<file path="src/rtl/mc_defines.sv">
// Shared definitions for the memory-controller chip-select command arbiter:
// default chip-select count, FSM state encodings and a pointer helper.
package mc_defines;

    localparam int MC_NUM_CS_DEF = 8;

    typedef enum logic [1:0] {
        ST_IDLE  = 2'd0,
        ST_GRANT = 2'd1,
        ST_DONE  = 2'd2
    } arb_state_e;

    // (idx + 1) mod n, for n in 1..8
    function automatic logic [2:0] next_idx(input logic [2:0] idx,
                                            input int n);
        int t;
        t = int'(idx) + 1;
        if (t >= n) t = 0;
        return 3'(t);
    endfunction

endpackage

</file>
<file path="src/rtl/mc_cs_prio_sel.sv">
// Circular priority selector: first set bit of req found searching upward
// from start (wrapping at N).
// Ports: req_i request vector, start_i search origin, valid_o any hit,
//        idx_o index of the selected bit.
module mc_cs_prio_sel #(
    parameter int N = 8
) (
    input  logic [N-1:0] req_i,
    input  logic [2:0]   start_i,
    output logic         valid_o,
    output logic [2:0]   idx_o
);

    int k;

    // Walk offsets from highest to lowest so the smallest offset from
    // start_i is the last one written and therefore wins.
    always_comb begin
        valid_o = 1'b0;
        idx_o   = 3'd0;
        k       = 0;
        for (int i = N - 1; i >= 0; i--) begin
            k = (int'(start_i) + i) % N;
            if (req_i[k]) begin
                valid_o = 1'b1;
                idx_o   = 3'(k);
            end
        end
    end

endmodule

</file>
<file path="src/rtl/mc_cs_cmd_arb.sv">
// Arbitrates per-chip-select init / load-mode-register requests onto a
// single SDRAM sequencer command port (IDLE -> GRANT -> DONE).
// Ports: clk, rst (async, active-high); init_req/lmr_req level requests;
//        hold blocks new grants; init_ack/lmr_ack one-cycle pulses;
//        seq_req/seq_init/seq_cs to sequencer, seq_ack back; busy.
// Build option: define MC_CS_ARB_RR_EN for per-type round-robin,
// otherwise fixed priority (lowest CS index wins).
module mc_cs_cmd_arb
    import mc_defines::*;
#(
    parameter int NUM_CS = MC_NUM_CS_DEF
) (
    input  logic              clk,
    input  logic              rst,
    input  logic [NUM_CS-1:0] init_req,
    input  logic [NUM_CS-1:0] lmr_req,
    input  logic              hold,
    output logic [NUM_CS-1:0] init_ack,
    output logic [NUM_CS-1:0] lmr_ack,
    output logic              seq_req,
    output logic              seq_init,
    output logic [2:0]        seq_cs,
    input  logic              seq_ack,
    output logic              busy
);

    arb_state_e        state_q;
    logic              seq_req_q;
    logic              seq_init_q;
    logic [2:0]        seq_cs_q;
    logic [NUM_CS-1:0] init_ack_q;
    logic [NUM_CS-1:0] lmr_ack_q;
    logic              busy_q;

    logic              i_vld;
    logic              l_vld;
    logic [2:0]        i_idx;
    logic [2:0]        l_idx;
    logic [2:0]        i_start;
    logic [2:0]        l_start;

`ifdef MC_CS_ARB_RR_EN
    // Pointers hold the next search origin per request type.
    logic [2:0] i_ptr_q;
    logic [2:0] l_ptr_q;
    assign i_start = i_ptr_q;
    assign l_start = l_ptr_q;
`else
    assign i_start = 3'd0;
    assign l_start = 3'd0;
`endif

    mc_cs_prio_sel #(.N(NUM_CS)) u_sel_init (
        .req_i   (init_req),
        .start_i (i_start),
        .valid_o (i_vld),
        .idx_o   (i_idx)
    );

    mc_cs_prio_sel #(.N(NUM_CS)) u_sel_lmr (
        .req_i   (lmr_req),
        .start_i (l_start),
        .valid_o (l_vld),
        .idx_o   (l_idx)
    );

    always_ff @(posedge clk or posedge rst) begin
        if (rst) begin
            state_q    <= ST_IDLE;
            seq_req_q  <= 1'b0;
            seq_init_q <= 1'b0;
            seq_cs_q   <= 3'd0;
            init_ack_q <= '0;
            lmr_ack_q  <= '0;
            busy_q     <= 1'b0;
`ifdef MC_CS_ARB_RR_EN
            i_ptr_q    <= 3'd0;
            l_ptr_q    <= 3'd0;
`endif
        end else begin
            init_ack_q <= '0;
            lmr_ack_q  <= '0;
            unique case (state_q)
                ST_IDLE: begin
                    if (!hold && (i_vld || l_vld)) begin
                        state_q    <= ST_GRANT;
                        seq_req_q  <= 1'b1;
                        seq_init_q <= i_vld;
                        seq_cs_q   <= i_vld ? i_idx : l_idx;
                        busy_q     <= 1'b1;
                    end
                end
                ST_GRANT: begin
                    if (seq_ack) begin
                        state_q   <= ST_DONE;
                        seq_req_q <= 1'b0;
                        if (seq_init_q)
                            init_ack_q <= NUM_CS'(1) << seq_cs_q;
                        else
                            lmr_ack_q  <= NUM_CS'(1) << seq_cs_q;
`ifdef MC_CS_ARB_RR_EN
                        if (seq_init_q)
                            i_ptr_q <= next_idx(seq_cs_q, NUM_CS);
                        else
                            l_ptr_q <= next_idx(seq_cs_q, NUM_CS);
`endif
                    end
                end
                ST_DONE: begin
                    state_q <= ST_IDLE;
                    busy_q  <= 1'b0;
                end
                default: begin
                    state_q <= ST_IDLE;
                    busy_q  <= 1'b0;
                end
            endcase
        end
    end

    assign seq_req  = seq_req_q;
    assign seq_init = seq_init_q;
    assign seq_cs   = seq_cs_q;
    assign init_ack = init_ack_q;
    assign lmr_ack  = lmr_ack_q;
    assign busy     = busy_q;

endmodule

</file>
<file path="config.mk">
export PLATFORM = sky130hd
export DESIGN_NAME = mc_cs_cmd_arb
export DESIGN_NICKNAME = d
export VERILOG_FILES = /design/src/rtl/mc_defines.sv /design/src/rtl/mc_cs_prio_sel.sv /design/src/rtl/mc_cs_cmd_arb.sv
export SDC_FILE = /design/constraint.sdc
export NUM_CORES = 1
export LEC_CHECK = 0
export ABC_AREA = 1
export BUFFER_PORTS_ARGS = -buffer_cell sky130_fd_sc_hd__buf_2
export CORE_UTILIZATION = 35
export DETAILED_ROUTE_END_ITERATION = 12
export SLEW_MARGIN = 30
export SYNTH_ARGS = -nofsm -noshare
export SYNTH_HDL_FRONTEND = slang
export SYNTH_HIERARCHICAL = 1
export SYNTH_SLANG_ARGS = --single-unit
</file>
<file path="constraint.sdc">
create_clock -name clk -period 1.25 [get_ports clk]
set_input_delay 0.0625 -clock clk [delete_from_list [all_inputs] [get_ports clk]]
set_output_delay 0.0625 -clock clk [all_outputs]
set_load 0.02 [all_outputs]
</file>
* Yosys cells after proc, flatten, opt, wreduce, memory -nomap -nowiden *
Index checks and enable logic that the tools add are counted.

word-level totals
  register bits = 24
  bits in latches = 0
  memory bits (writable) = 0
  ROM bits = 0
  input port bits = 20
  output and inout port bits = 22
  memories = 0

operators by class
  add/sub/neg operators = 0
  multipliers = 0
  divide/modulo/power cells = 0
  order comparisons = 0
  equality and inequality tests = 3
  shifts and indexed selects = 1
  mux-type cells = 46
  bitwise gates (word level) = 1
  reductions and logical operators = 9

operators by type and width
  operator                                         number
  two-way mux 3 bit                                17
  two-way mux 8 bit                                6
  two-way mux 1 bit                                18
  << shifter 1 x 3 -> 8 bit, first input constant  1
  AND reduction 2 bit                              3
  two-way mux 2 bit                                2
  != test 2 bit, second input constant             2
  one-hot mux 1 bit (2 select lines)               2
  one-hot mux 2 bit (2 select lines)               1
  AND reduction 3 bit                              1
  == test 2 x 1 -> 1 bit, second input constant    1
  logical NOT 2 bit                                1
  nonzero test 2 bit                               1
  logical AND 1 bit                                1
  logical NOT 1 bit                                1
  logical OR 1 bit                                 1
  NOT 1 bit                                        1

* Longest topological paths before layout *
  word-level depth = 12
  depth in mapped cells = 20

* Hierarchy *
Netlist, hierarchy kept.

by module, submodules not included
  module          times used  cells an instance  area an instance (um^2)  sequential area each (um^2)
  mc_cs_prio_sel  2           122                739.5                    0.0
  mc_cs_cmd_arb   1           94                 937.1                    600.6

* Worst setup path before layout *
Ideal clock, no wire load.

  path kind = input to register
  start = in init_req[4]
  end = reg state_q[0]
  library setup time = 123 ps
  arrival = 1186 ps
  required time = 1127 ps
  path slack = -59 ps
  stages = 10
  buffers on the path = 0
  cell sequence = nand2_2 -> nand3_1 -> nand3_1 -> nand2_1 -> nor4_1 -> nand4_1 -> inv_2 -> nand2_2 -> nand3_4 -> o21ai_1

between the ends
  cells in the longest elaborated chain, start to end = 9

RTL lines
  what                            RTL line              RTL
  start: declaration              mc_cs_cmd_arb.sv:15   input logic [NUM_CS-1:0] init_req,
  two-way mux 1 bit (5 in a row)  mc_cs_prio_sel.sv:24  if (req_i[k]) begin
  via i_vld                       mc_cs_cmd_arb.sv:35   logic i_vld;
  logical OR 1 bit                mc_cs_cmd_arb.sv:85   if (!hold && (i_vld || l_vld)) begin
  logical AND 1 bit               mc_cs_cmd_arb.sv:85
  != test 2 bit (no line)         --
  AND reduction 2 bit (no line)   --
  end signal: assignment          mc_cs_cmd_arb.sv:86   state_q <= ST_GRANT;
  end signal: assignment          mc_cs_cmd_arb.sv:95   state_q <= ST_DONE;
  end signal: assignment          mc_cs_cmd_arb.sv:110  state_q <= ST_IDLE;
  end: declaration                mc_cs_cmd_arb.sv:27   arb_state_e state_q;

The timed path passes the listed nets, and every way through them passes these cells.
A chain may end at the register's enable or synchronous reset.

* Final worst setup path *
  start = in lmr_req[6]
  end = reg seq_cs_q[0] (netlist: seq_cs[0])

between the ends
  cells in the longest elaborated chain, start to end = 10
  elaborated cells between the ends (all ways) = 18
  classes of those cells = mux (15); reduce/logical (3)

RTL lines
  what                            RTL line              RTL
  start: declaration              mc_cs_cmd_arb.sv:16   input logic [NUM_CS-1:0] lmr_req,
  two-way mux 1 bit (7 in a row)  mc_cs_prio_sel.sv:24
  via l_vld                       mc_cs_cmd_arb.sv:36   logic l_vld;
  logical OR 1 bit                mc_cs_cmd_arb.sv:85
  logical AND 1 bit               mc_cs_cmd_arb.sv:85
  AND reduction 2 bit (no line)   --
  end signal: assignment          mc_cs_cmd_arb.sv:89   seq_cs_q <= i_vld ? i_idx : l_idx;
  end: declaration                mc_cs_cmd_arb.sv:30   logic [2:0] seq_cs_q;

The timed path passes the listed nets, and every way through them passes these cells.

==> impl_metrics.ini <==
[status]
status = complete, no violations

[yosys]
ys_types = 28
synth_top_area_share_pct = 24.9
synthCells = 338
avgSynthCellArea_sq_um = 7.15
synth_area_sq_um = 2420
ys_ff_latch = 24
synth_warnings = 6
synth.most_common_cell = nand2_1
synthTopCellsByArea = dfrtp_1 25%, nand2_1 13%, nand3_1 12%, nand3_2 11%, nand2_2 6.2%
synth-edff-count = 0
async_reset_ff_share_pct = 100
synth-main-ff-cell = dfrtp_1
ys_top_cells_by_count = 86 x nand2_1, 59 x nand3_1, 26 x nand3_2
yosys.area.top_type = dfrtp_1
yosysSeqAreaShare_pct = 24.9

[detailed_routing]
vias_per_cell = 4.81
drt_iter0_markers = 114
via_count = 2461
ant_nets = 0
wl_per_cell_um = 11.7
first_pass_iters = 4
drc = 0
finalWirelength_um = 5990

[timing]
maxSlewViolCount = 0
setup_violations = 0
hold_ws_ns = 0.0915
setup_slack_ns = 0.0443
finClkSkew_ns = 0.00503
finalSetupTns_ns = 0
fin_crit_sh_pct = 96.5
hold_viol = 0
fin_crit_ns = 1.21
clock.fmax_ghz = 0.829
rsz0062_at_grt = yes

[placement]
io_buffers = 41
hpwl_um = 4790
dp_cells = 501
dp_slack_ns = -0.381
gp_congestion = 0.916

[worst_setup_path]
r2r-start = state_q[0]
critPathRequiredTime_ns = 1.46
cp-startpoint = lmr_req[6]
cp-endpoint = seq_cs[0]
endpoint_kind = register
crit_fanout = 7
rrSetupSlack_ns = 0.11
cp_slowest_cell = nor4_4
r2r_end = seq_cs[0]
path_cells = buf_6, nand2_2, nand3_2, nand3_4, nand2_4, nor4_4, nand4_1, inv_2, nand2_4, nand3_4, nand2_1, nand2_1
cp.arrival_ns = 1.42
worstRegToRegCells = 4
worstSetupStartpointType = input port
cpPeakStageDelay_ns = 0.26
path_class = in -> reg

[hold_path]
hp-class = in -> reg

[final_layout]
n_fill_cell = 620
nets = 460
diodes = 0
instances_no_fill = 512
area_growth_syn_to_layout_pct = 39.4
drive_gt1_share_pct = 49.9

[floorplanning]
dieArea_sq_um = 7240
io_pins = 42
num_rows = 29
initial_utilization_pct = 37.2
die_h_um = 85.1
die_x_um = 85.1
core_sq_um = 6490

[cts]
numCtsBuffers = 3
cts-root-buf = clkbuf_8
htreeDepth = 1
tritoncts = done
clockBufferDepth = 2
clk_pin_slew_ns = 0.08
worst_skew_pair.late_latency_ns = 0.27
cts_sinks = 24

[power]
leakage_nw = 1.78
powerDensity_nw_per_um2 = 1090
ir_drop_mv = 0.616
total_power_mw = 3.67

[grt]
grt_pass1_vias = 2347
grt_pass1_wl_um = 10300
grt_max_degree = 25
antenna_found_initial = 0
grt_overflow_total = 0
track_usage_pct = 17.1

[job]
cap_viol_max_count = 0
[power by group]
part / internal [mW] / leakage [nW] / switching (mW)
Sequential: 0.905 / 0.318 / 0.149
Combinational: 0.760 / 1.42 / 1.19
Clock: 0.428 / 0.0357 / 0.235
Total: 2.09 / 1.78 / 1.58
[layout make-up]
class,count,area (sq um),area share (%)
Clock buffer,3,41.3,1.23
Clock inverter,1,30.0,0.892
Inverter,36,160,4.75
Multi-Input combinational cell,279,1810,53.8
Sequential cell,24,601,17.8
Tap cell,77,96.3,2.86
Timing Repair Buffer,92,628,18.6
[metal layers]
| metal | vias to the layer above | wire (um) | GRT usage (%) |
|---|---|---|---|
| li1 | 1290 | - | - |
| met2 | 50 | 2930 | 29.8 |
| met3 | 8 | 178 | 1.75 |
| met1 | 1113 | 2780 | 23.0 |
| met5 | - | 0 | 0 |
| met4 | 0 | 96 | 3.39 |
[state kept, by name, indices dropped and copies added (netlist names)]
signal and count:
busy 1, init_ack 8, seq_init 1, seq_cs 3, state_q 2, seq_req 1
lmr_ack 8
[logic make-up after synthesis]
family / share of synthesized area [%]
AOI/OAI and AO/OA: 5.70
xor gates and xnor gates: 2.28
adders and majority gates: 2.07
buffers and inverters: 9.84
DFF: 24.9
other: 0.155
and+or+nand+nor: 55.1
[layout by cell type, fill, tap and decap left out, types with 3 or more instances in the layout]
cell,instances
conb_1,10
buf_4,48
dfrtp_1,24
nand2_1,73
inv_2,13
nand2_2,32
nor2_2,4
buf_2,36
o21ai_1,3
inv_1,18
ha_1,4
nand4_1,3
nor2_1,20
nand3_4,3
a21oi_2,4
clkbuf_8,3
nor2_4,3
o21ai_2,3
nand3_2,35
a21oi_1,12
nand3_1,48
nand2_4,11
buf_6,6
[stage by stage]
step                utilization [%]  instance area, sq um
floorplan                         -                  2500
global placement               47.0                  3050
detailed placement             47.0                  3050
CTS                            48.8                  3170
global route                   51.9                  3370
finish                         51.9                  3370
[worst min path at each step]
stage / startpoint / end / slack [ns] / cells after the start
6_report: hold / seq_cs[2] / 0.09 / 4
3_3_place_gp: rst / init_ack[6] / 0.11 / 3
4_1_cts: hold / seq_cs[1] / 0.10 / 4
2_1_floorplan: rst / busy / 0.08 / 1
3_5_place_dp: rst / lmr_ack[6] / 0.12 / 3
5_1_grt: hold / seq_cs[2] / 0.11 / 4
[critical path, delay by kind of cell]
family	cells	cell delay, ns
simple gates	10	1.12
buf+inv	2	0.22
[what timing repair did]
item	in CTS	in global routing
gates resized for setup	1	43
setup buffers	2	3
pin swaps	1	27
hold buffers	2	0
setup endpoints to repair	7	7
hold endpoints to repair	25	0
Power figures use the tool's default switching activity.
